[src/rtl/alu_sequencer.sv]
// Multicycle control sequencer for the shared-bus ALU datapath (R0-R7, A, G).
// Optional feature macro: ALU_SEQ_ILLEGAL_TRAP_EN (illegal opcodes trap into HALT).
module alu_sequencer #(
    parameter int CNT_W = 16
) (
    input  logic             Clock,
    input  logic             Resetn,
    input  logic             Run,
    input  logic [15:0]      Instr,
    output logic [2:0]       Ulaop,
    output logic             Ain,
    output logic             Gin,
    output logic             Gout,
    output logic             DINout,
    output logic [7:0]       Rin,
    output logic [7:0]       Rout,
    output logic             Done,
    output logic             Busy,
    output logic [CNT_W-1:0] InstrCount,
    output logic             Halted
);

    typedef enum logic [2:0] {T0, T1, T2, T3, HALT} step_t;

    step_t            step_q, step_d;
    logic [15:0]      ir_q, ir_d;
    logic [CNT_W-1:0] cnt_q, cnt_d;

    logic [3:0] opc;
    logic [7:0] rx_oh;
    logic [7:0] ry_oh;
    logic       ir_unused;

    assign opc       = ir_q[15:12];
    assign rx_oh     = 8'b1 << ir_q[11:9];
    assign ry_oh     = 8'b1 << ir_q[8:6];
    assign ir_unused = ^ir_q[5:0];

    // Control outputs are pure decodes of the current step and the latched IR.
    always_comb begin
        Ulaop  = 3'b000;
        Ain    = 1'b0;
        Gin    = 1'b0;
        Gout   = 1'b0;
        DINout = 1'b0;
        Rin    = 8'h00;
        Rout   = 8'h00;
        Done   = 1'b0;
        case (step_q)
            T1: begin
                case (opc)
                    4'h0: begin
                        Rout = ry_oh;
                        Rin  = rx_oh;
                        Done = 1'b1;
                    end
                    4'h1: begin
                        DINout = 1'b1;
                        Rin    = rx_oh;
                        Done   = 1'b1;
                    end
                    4'h2, 4'h3, 4'h4, 4'h5: begin
                        Rout = rx_oh;
                        Ain  = 1'b1;
                    end
                    4'h6, 4'h7: begin
                        Rout  = rx_oh;
                        Gin   = 1'b1;
                        Ulaop = {2'b10, opc[0]};
                    end
                    default: begin
`ifdef ALU_SEQ_ILLEGAL_TRAP_EN
                        Done = 1'b0;
`else
                        Done = 1'b1;
`endif
                    end
                endcase
            end
            T2: begin
                if (opc[3:2] == 2'b01 && opc[1]) begin
                    Gout = 1'b1;
                    Rin  = rx_oh;
                    Done = 1'b1;
                end else begin
                    Rout  = ry_oh;
                    Gin   = 1'b1;
                    Ulaop = 3'(opc - 4'd2);
                end
            end
            T3: begin
                Gout = 1'b1;
                Rin  = rx_oh;
                Done = 1'b1;
            end
            default: ;
        endcase
    end

    assign Busy       = (step_q == T1) || (step_q == T2) || (step_q == T3);
    assign InstrCount = cnt_q;
`ifdef ALU_SEQ_ILLEGAL_TRAP_EN
    assign Halted     = (step_q == HALT);
`else
    assign Halted     = 1'b0;
`endif

    always_comb begin
        step_d = step_q;
        ir_d   = ir_q;
        cnt_d  = Done ? cnt_q + CNT_W'(1) : cnt_q;
        case (step_q)
            T0: begin
                if (Run) begin
                    ir_d   = Instr;
                    step_d = T1;
                end
            end
            T1: begin
                if (Done)        step_d = T0;
                else if (opc[3]) step_d = HALT;
                else             step_d = T2;
            end
            T2:      step_d = Done ? T0 : T3;
            T3:      step_d = T0;
            HALT:    step_d = HALT;
            default: step_d = T0;
        endcase
    end

    always_ff @(posedge Clock or negedge Resetn) begin
        if (!Resetn) begin
            step_q <= T0;
            ir_q   <= 16'h0000;
            cnt_q  <= '0;
        end else begin
            step_q <= step_d;
            ir_q   <= ir_d;
            cnt_q  <= cnt_d;
        end
    end

endmodule

[config.mk]
export PLATFORM = sky130hd
export DESIGN_NAME = alu_sequencer
export DESIGN_NICKNAME = d
export VERILOG_FILES = /design/src/rtl/alu_sequencer.sv
export SDC_FILE = /design/constraint.sdc
export NUM_CORES = 1
export LEC_CHECK = 0
export CORE_MARGIN = 4
export CORE_UTILIZATION = 25
export DETAILED_ROUTE_END_ITERATION = 6
export PLACE_DENSITY = 0.54
export RECOVER_POWER = 25
export SYNTH_ARGS = -nofsm -noshare
export SYNTH_HDL_FRONTEND = slang
export SYNTH_SLANG_ARGS = --single-unit
[constraint.sdc]
create_clock -name Clock -period 1.9 [get_ports Clock]
set_clock_uncertainty 0.1 [all_clocks]
set_input_delay 0.285 -clock Clock [delete_from_list [all_inputs] [get_ports Clock]]
set_output_delay 0.285 -clock Clock [all_outputs]
set_load 0.02 [all_outputs]
# Yosys cells after proc, flatten, opt, wreduce, memory -nomap -nowiden
# Cells that the tools add are included.
# word_totals
reg_bits	35
in_bits	19
# op_classes
n_addsub	2
n_eq_ne	13
shifts	2
n_mux	25
n_reduce_logical	10
# op_table
op	count
one-hot mux 8 bit (2 select lines)	2
two-way mux 8 bit	3
one-hot mux 8 bit (3 select lines)	1
adder 16 x 1 -> 16 bit, second input constant	1
equality test 4 x 3 -> 1 bit, second input constant	4
left shift 1 x 3 -> 8 bit, first input constant	2
two-way mux 3 bit	5
one-hot mux 3 bit (4 select lines)	1
equality test 4 x 2 -> 1 bit, second input constant	2
two-way mux 1 bit	8
equality test 3 x 2 -> 1 bit, second input constant	2
one-hot mux 3 bit (2 select lines)	1
OR reduction 6 bit	1
equality test 4 x 1 -> 1 bit, second input constant	1
zero test 4 bit	1
one-hot mux 1 bit (2 select lines)	2
OR reduction 2 bit	2
OR reduction 4 bit	1
equality test 3 x 1 -> 1 bit, second input constant	1
equality test 3 bit, second input constant	1
zero test 3 bit	1
one-hot mux 1 bit (3 select lines)	1
subtractor 3 x 2 -> 3 bit, second input constant	1
equality test 2 x 1 -> 1 bit, second input constant	1
other kinds (5)	6

# Longest topological paths before layout
# Gate-level depths: netlist of the first run.
# logic_depth
depth_word	6
ltp_mapped	7

# Worst setup path before layout of the first run
# Ideal clock, no wire load.
# synth_path
path_kind	register -> output
from	register step_q[0]
to	output Rout[0]
t_arrival_ns	1.913
t_required_ns	1.515
slack_ns	-0.398
stages_incl_launch_ff	6
n_path_buf	1
cell_sequence	dfrtp_1 > clkbuf_1 > or3b_2 > o32ai_4 > nand2b_2 > o32ai_1
# synth_between
elab_chain_len	2
elab_cells_between_ends	3
classes_between	2 x eq/ne; 1 x mux
# synth_lines
element	line_no	rtl
start: declaration	25	step_t step_q, step_d;
start signal: assignment	137	step_q <= step_d;
equality test 3 x 2 -> 1 bit or equality test 3 x 1 -> 1 bit (tied branches)	49	case (step_q)
one-hot mux 8 bit (2 select lines) *	49	
end: declaration	16	output logic [7:0] Rout,
# Mark *: on every way between the ends. The rest lies on a longest branch, timed or not.

# Worst setup path in the final report of the first run
# layout_path
from	register step_q[1]
to	output Rout[2]
# The elaborated chain is that of the path after synthesis.

==> reports/results.txt, run 1 <==
Final WL: 4929 um
Full die area: 7982 sq um
Final setup margin: -527.2 ps
Vert. Die Dim: 89.34 um
HP Class: reg -> reg
H-tree Lvls: 2
N_diodes: 0
RSZ-0062 raised after global routing: true
Worst slew pin tran: 790.6 ps
Number of synthesized register bits: 29
Max-Cap Viols: 0
Placed wire-length estimate: 3382 um
Clock Sinks: 29
CTS root buf: clkbuf_8
CP Buf/Inv Count: 1
CP delay by family, top: simple AND/OR/NAND/NOR gates
Worst-Skew Late Latency: 280 ps
Slew Viols, Final: 0
Power density over the cells: 1416 nW/um^2
Area share of the largest cell type after synthesis: 0.4387
# hold bufs at CTS: 0
Largest net degree at the start of global routing: 30
F_max: 412.0 MHz
Startpoint Class: register
Clock Tree Buf Depth: 2
Post-synth top cells: 29 x dfrtp_1, 14 x nand2_1, 11 x nor3_1
Largest area contributor in the netlist: dfrtp_1
Worst slack, placed: -730.7 ps
Yosys warning count: 0
Hold Slack: 383.7 ps
Core Region: 6386 sq um
Synth area leaders: dfrtp_1 44%, mux2_2 6.1%, xor2_1 4.8%
Syn Area/Cell: 10.02 sq um
Vias in the first global route: 1694
Share of cells above drive strength 1: 0.5437
Final-report hold violation count: 0
Worst vdd ir: 693.0 uV
Post-synth EDFFs: 0
Avg WL per Cell: 14.50 um
Leak pwr: 1.390 nW
# fillers: 575
Die extent in x: 89.34 um
Worst-path clk slew: 70 ps
Kind of critical path: reg -> out
GRT Util Overall: 0.1269
Post-synthesis instance total: 165
Final setup violation count: 26
Area of the multi-input gates: 1252 sq um
First-pass GRT wire length: 7872 um
IO buf count: 53
FFs w/ async S/R, synth: 1.000
DR vias/cell: 4.797
Mapped Area: 1654 sq um
Most numerous cell in the Yosys netlist: dfrtp_1
Cell row count: 29
Failing checks: negative setup slack
Routed Antenna Nets: 0
Minimum clock period: 2427 ps
CP dominant cell by count: o32ai_4
Crit Path Max Fanout: 4
TritonCTS clock tree: yes
Critical path capture point type: primary output
Placer Congestion: 0.8170
WP data required: 1510 ps
Pre-antenna DRT Iters: 4
Crit-path slowest cell: or4b_4
CP arrival: 2040 ps
Congestion Overflow GR: 0
Effective utilization at floorplan: 0.2590
CTS buffer count: 5
Drt drc: 0
Synth unique cells: 42
Cell Chain, Critical Path: or4b_4 -> o32ai_4 -> nand2_2 -> o32ai_4 -> buf_6
Sequential area share after synthesis: 0.4387
Fin crit share: 1.277
Critical Path Max Stage Delay: 570 ps
Area Growth Syn to Fin: 90.17%
Routed via count: 1631
Status: complete, but fails checks
FF/Latch Area: 725.7 sq um
Starting DRT DRC Count: 45
Initial antenna violation count: 0
Top_reg_cell synth: dfrtp_1
Mapped Nets: 185
Nets@finish: 282
# IOs: 61
Slew HR: 0.4729
-- registers in the layout, summed over array words and instances (netlist names) --
register	count
ir_q	10
step_q	3
InstrCount	16
-- routing by layer --
metal,GRT usage,share of wire,vias to the layer above
met5,0,0,-
met4,0.03654,0.0093,0
met3,0.03041,0.060,5
li1,-,-,787
met1,0.1570,0.44,794
met2,0.2190,0.49,45
-- final timing paths --
check,start,end,slack [ps],cells after the start
max,step_q[1],Rout[2],-530,5
min,InstrCount[5],InstrCount[5],380,1
max reg2reg,ir_q[15],InstrCount[15],-70,8
min reg2reg,InstrCount[5],InstrCount[5],380,1
max in group asynchronous,Resetn,InstrCount[10],690,2
min in group asynchronous,Resetn,ir_q[10],520,2
-- through the flow --
stage / utilization / power, mW / instance area, sq um / cells / setup TNS (ps)
after floorplan: - / 2.242 / 1787 / 165 / -1241
after global placement: 0.4034 / 3.089 / 2576 / 314 / -12030
after detailed placement: 0.4034 / 3.103 / 2576 / 314 / -12330
after CTS: 0.4638 / 4.209 / 2962 / 334 / -8612
after global routing: 0.4926 / 4.733 / 3146 / 340 / -9045
final: 0.4926 / 4.453 / 3146 / 340 / -6597
-- repair_timing --
item                       4_1_cts  5_1_grt
resized for setup              188       36
setup buffers                   11       10
hold endpoints to repair         0        0
pin swaps                       29       26
setup endpoints to repair       34       41
gates cloned                     1        0
-- power by group --
| group | total, mW | internal, mW | leakage [nW] | switching [mW] |
|---|---|---|---|---|
| Sequential | 1.00 | 0.795 | 0.374 | 0.208 |
| Combinational | 2.88 | 1.48 | 0.963 | 1.40 |
| Clock | 0.569 | 0.327 | 0.0542 | 0.242 |
-- layout by cell type (no fill, tap or decap), types with 2 or more instances in the layout --
cell type,n
a21oi_4,2
and4_1,2
buf_4,32
buf_6,38
clkbuf_8,7
clkdlybuf4s50_1,27
dfrtp_1,29
inv_1,2
mux2_2,9
nand2_1,13
nand2_2,2
nand2b_1,5
nand2b_4,2
nand3_1,7
nand4_1,4
nor2_1,6
nor2_2,2
nor3_2,3
nor3_4,8
nor4_2,4
nor4_4,4
o22ai_2,2
o22ai_4,4
o32ai_4,3
or2_2,2
or2_4,2
or3_4,2
xnor2_1,6
xor2_1,9
-- cells by family (layout without fill, tap and decap cells) --
group                      after synthesis  in the layout  share of synthesized area
buffers and inverters                   13            111                    0.04387
and+or+nand+nor                         75             75                     0.2595
xor gates and xnor gates                16             16                    0.08472
DFF                                     29             29                     0.4387
muxes                                    9              9                    0.06127
other                                    1              1                   0.002267
AOI/OAI and AO/OA                       21             21                     0.1021
adders and majority gates                1              1                   0.007563
-- cell type report --
type | instances | share of cell area
Clock inverter | 1 | 0.001591
Timing Repair Buffer | 100 | 0.3047
Sequential cell | 29 | 0.2307
Inverter | 3 | 0.003580
Clock buffer | 7 | 0.03063
Multi-Input combinational cell | 123 | 0.3982
Tap cell | 77 | 0.03063
No activity file was read; power rests on OpenSTA's default activity.
==> run 2, diff against run 1 <==
--- a/config.mk
+++ b/config.mk
@@ -5,10 +5,13 @@
 export SDC_FILE = /design/constraint.sdc
 export NUM_CORES = 1
 export LEC_CHECK = 0
+export CELL_PAD_IN_SITES_DETAIL_PLACEMENT = 1
+export CELL_PAD_IN_SITES_GLOBAL_PLACEMENT = 2
 export CORE_MARGIN = 4
-export CORE_UTILIZATION = 25
+export CORE_UTILIZATION = 23
+export CTS_CLUSTER_DIAMETER = 60
 export DETAILED_ROUTE_END_ITERATION = 6
-export PLACE_DENSITY = 0.54
+export PLACE_DENSITY = 0.76
 export RECOVER_POWER = 25
 export SYNTH_ARGS = -nofsm -noshare
 export SYNTH_HDL_FRONTEND = slang
==> reports/results.txt, run 2 (synthesis results as in run 1) <==
Status: complete, but fails checks
Failing checks: negative setup slack
CP arrival: 2110 ps
Final core occ: 0.4603
First-pass GRT wire length: 9059 um
H-tree Lvls: 2
Starting DRT DRC Count: 34
Worst slew pin tran: 775.1 ps
Max-Cap Viols: 0
Kind of critical path: reg -> out
Reg-to-Reg Start: ir_q[15]
RSZ-0062 raised after global routing: true
Power density over the cells: 1441 nW/um^2
Core Region: 6907 sq um
Full die area: 8613 sq um
Cell count of the worst hold path: 1
Sw Ratio: 0.4115
Final WL: 5765 um
WP data required: 1510 ps
Share of cells above drive strength 1: 0.5261
Startpoint Class: register
Routed Antenna Nets: 0
Comb pwr share: 0.638
Switching power of the nets: 1.885 mW
Fin crit share: 1.311
Hold Crit Start: InstrCount[15]
HP Class: reg -> reg
Initial antenna violation count: 0
Final setup violation count: 37
# fillers: 761
Cell row count: 30
Worst-path clk slew: 70 ps
CTS root buf: clkbuf_8
Area Growth Syn to Fin: 92.21%
Effective utilization at floorplan: 0.2395
Worst-Skew Late Latency: 280 ps
Placed wire-length estimate: 4084 um
DR vias/cell: 4.505
# IOs: 61
Minimum clock period: 2491 ps
Avg WL per Cell: 15.84 um
N_diodes: 0
Placer Congestion: 0.8315
Number of flip-flops in the largest register: 16
CTS buffer count: 5
Clock Tree Buf Depth: 2
Commonest non-fill, non-tap cell in the layout: buf_4
Worst Reg-to-Reg Cells: 9
Congestion Overflow GR: 0
Drt drc: 0
Die extent in x: 92.81 um
Slew HR: 0.4833
Nets@finish: 287
Leak pwr: 1.407 nW
Critical path capture point type: primary output
Clock network fraction of total power: 0.144
TritonCTS clock tree: yes
F_max: 401.4 MHz
Flop pwr share: 0.219
# hold bufs at CTS: 0
Worst R2R Setup Slack: -210 ps
Vert. Die Dim: 92.81 um
Worst vdd ir: 541.9 uV
Hold Slack: 372.8 ps
Pre-antenna DRT Iters: 4
Final setup margin: -591.2 ps
Hold EP: InstrCount[15]
Largest net degree at the start of global routing: 30
Final-report hold violation count: 0
Clock Sinks: 29
Slew Viols, Final: 0
Most frequent cells in the layout: 56 x buf_4, 29 x dfrtp_1, 27 x clkdlybuf4s50_1
IO buf count: 53
Routed via count: 1640
Cell Int Power: 2.696 mW
Vias in the first global route: 1739
Worst reg2reg endpoint: InstrCount[10]
GRT Util Overall: 0.1347
Crit Path Max Fanout: 4
-- run 2: changes by cell type in the layout (fill, tap and decap cells not counted), moves of 3 or more --
cell	before	now
buf_6	38	14
buf_4	32	56
nor4_4	4	8
buf_12	0	3
nor4_2	4	0
-- run 2: what timing repair did --
item / 4_1_cts / 5_1_grt
setup buffers: 10 / 7
setup endpoints to repair: 41 / 36
pin swaps: 5 / 18
cloned: 0 / 1
gates resized for setup: 173 / 19
-- run 2: layer usage --
layer  routed length [um]  track usage
met1                 2475       0.1571
met2                 2969       0.2442
met3                  283      0.03737
met4                   37      0.02930
met5                    0            0
-- run 2: worst max-delay path, cell delays in order, from the launching register on --
cell	delay (ps)
dfrtp_1	400
or4b_4	560
buf_4	160
or3_4	390
o22ai_4	170
buf_6	140
-- run 2: final cells by class --
class,count,area (sq um),share of cell area
clock buffer,7,86.33,0.02715
clock inverter,1,30.03,0.009445
inverter,3,11.26,0.003542
multi-input combinational,123,1237,0.3892
sequential,29,725.7,0.2283
tap,96,120.1,0.03778
timing repair buffer,105,968.4,0.3046
-- run 2: worst max path at each step --
stage	start	end	slack (ps)
detailed placement	step_q[2]	Rout[0]	-750
CTS	ir_q[15]	Rout[7]	-610
finish	ir_q[15]	Rout[1]	-590
global route	ir_q[15]	Rout[2]	-660
global placement	step_q[1]	Rout[0]	-700
floorplan	step_q[1]	Rout[0]	-190
-- run 2: stage by stage --
step                      instance area, sq um  power [mW]  TNS (ps)  instances  setup WS (ps)
after detailed placement                  2650       3.257    -12440        338         -750.9
after floorplan                           1787       2.242     -1241        165         -185.7
after CTS                                 2975       4.311     -8589        356         -608.4
after global routing                      3179       4.867    -13670        364         -661.4
after global placement                    2650       3.199    -12100        338         -703.9
final                                     3179       4.581    -10450        364         -591.2
-- run 2: power by group through the flow --
stage                     clock network (mW)  logic (mW)  registers [mW]
after detailed placement                   0        2.25            1.01
after CTS                              0.682        2.63            1.00
after global routing                   0.709        3.12            1.04
after global placement                     0        2.21           0.992
after floorplan                            0        1.18            1.06
final                                  0.658        2.92            1.00
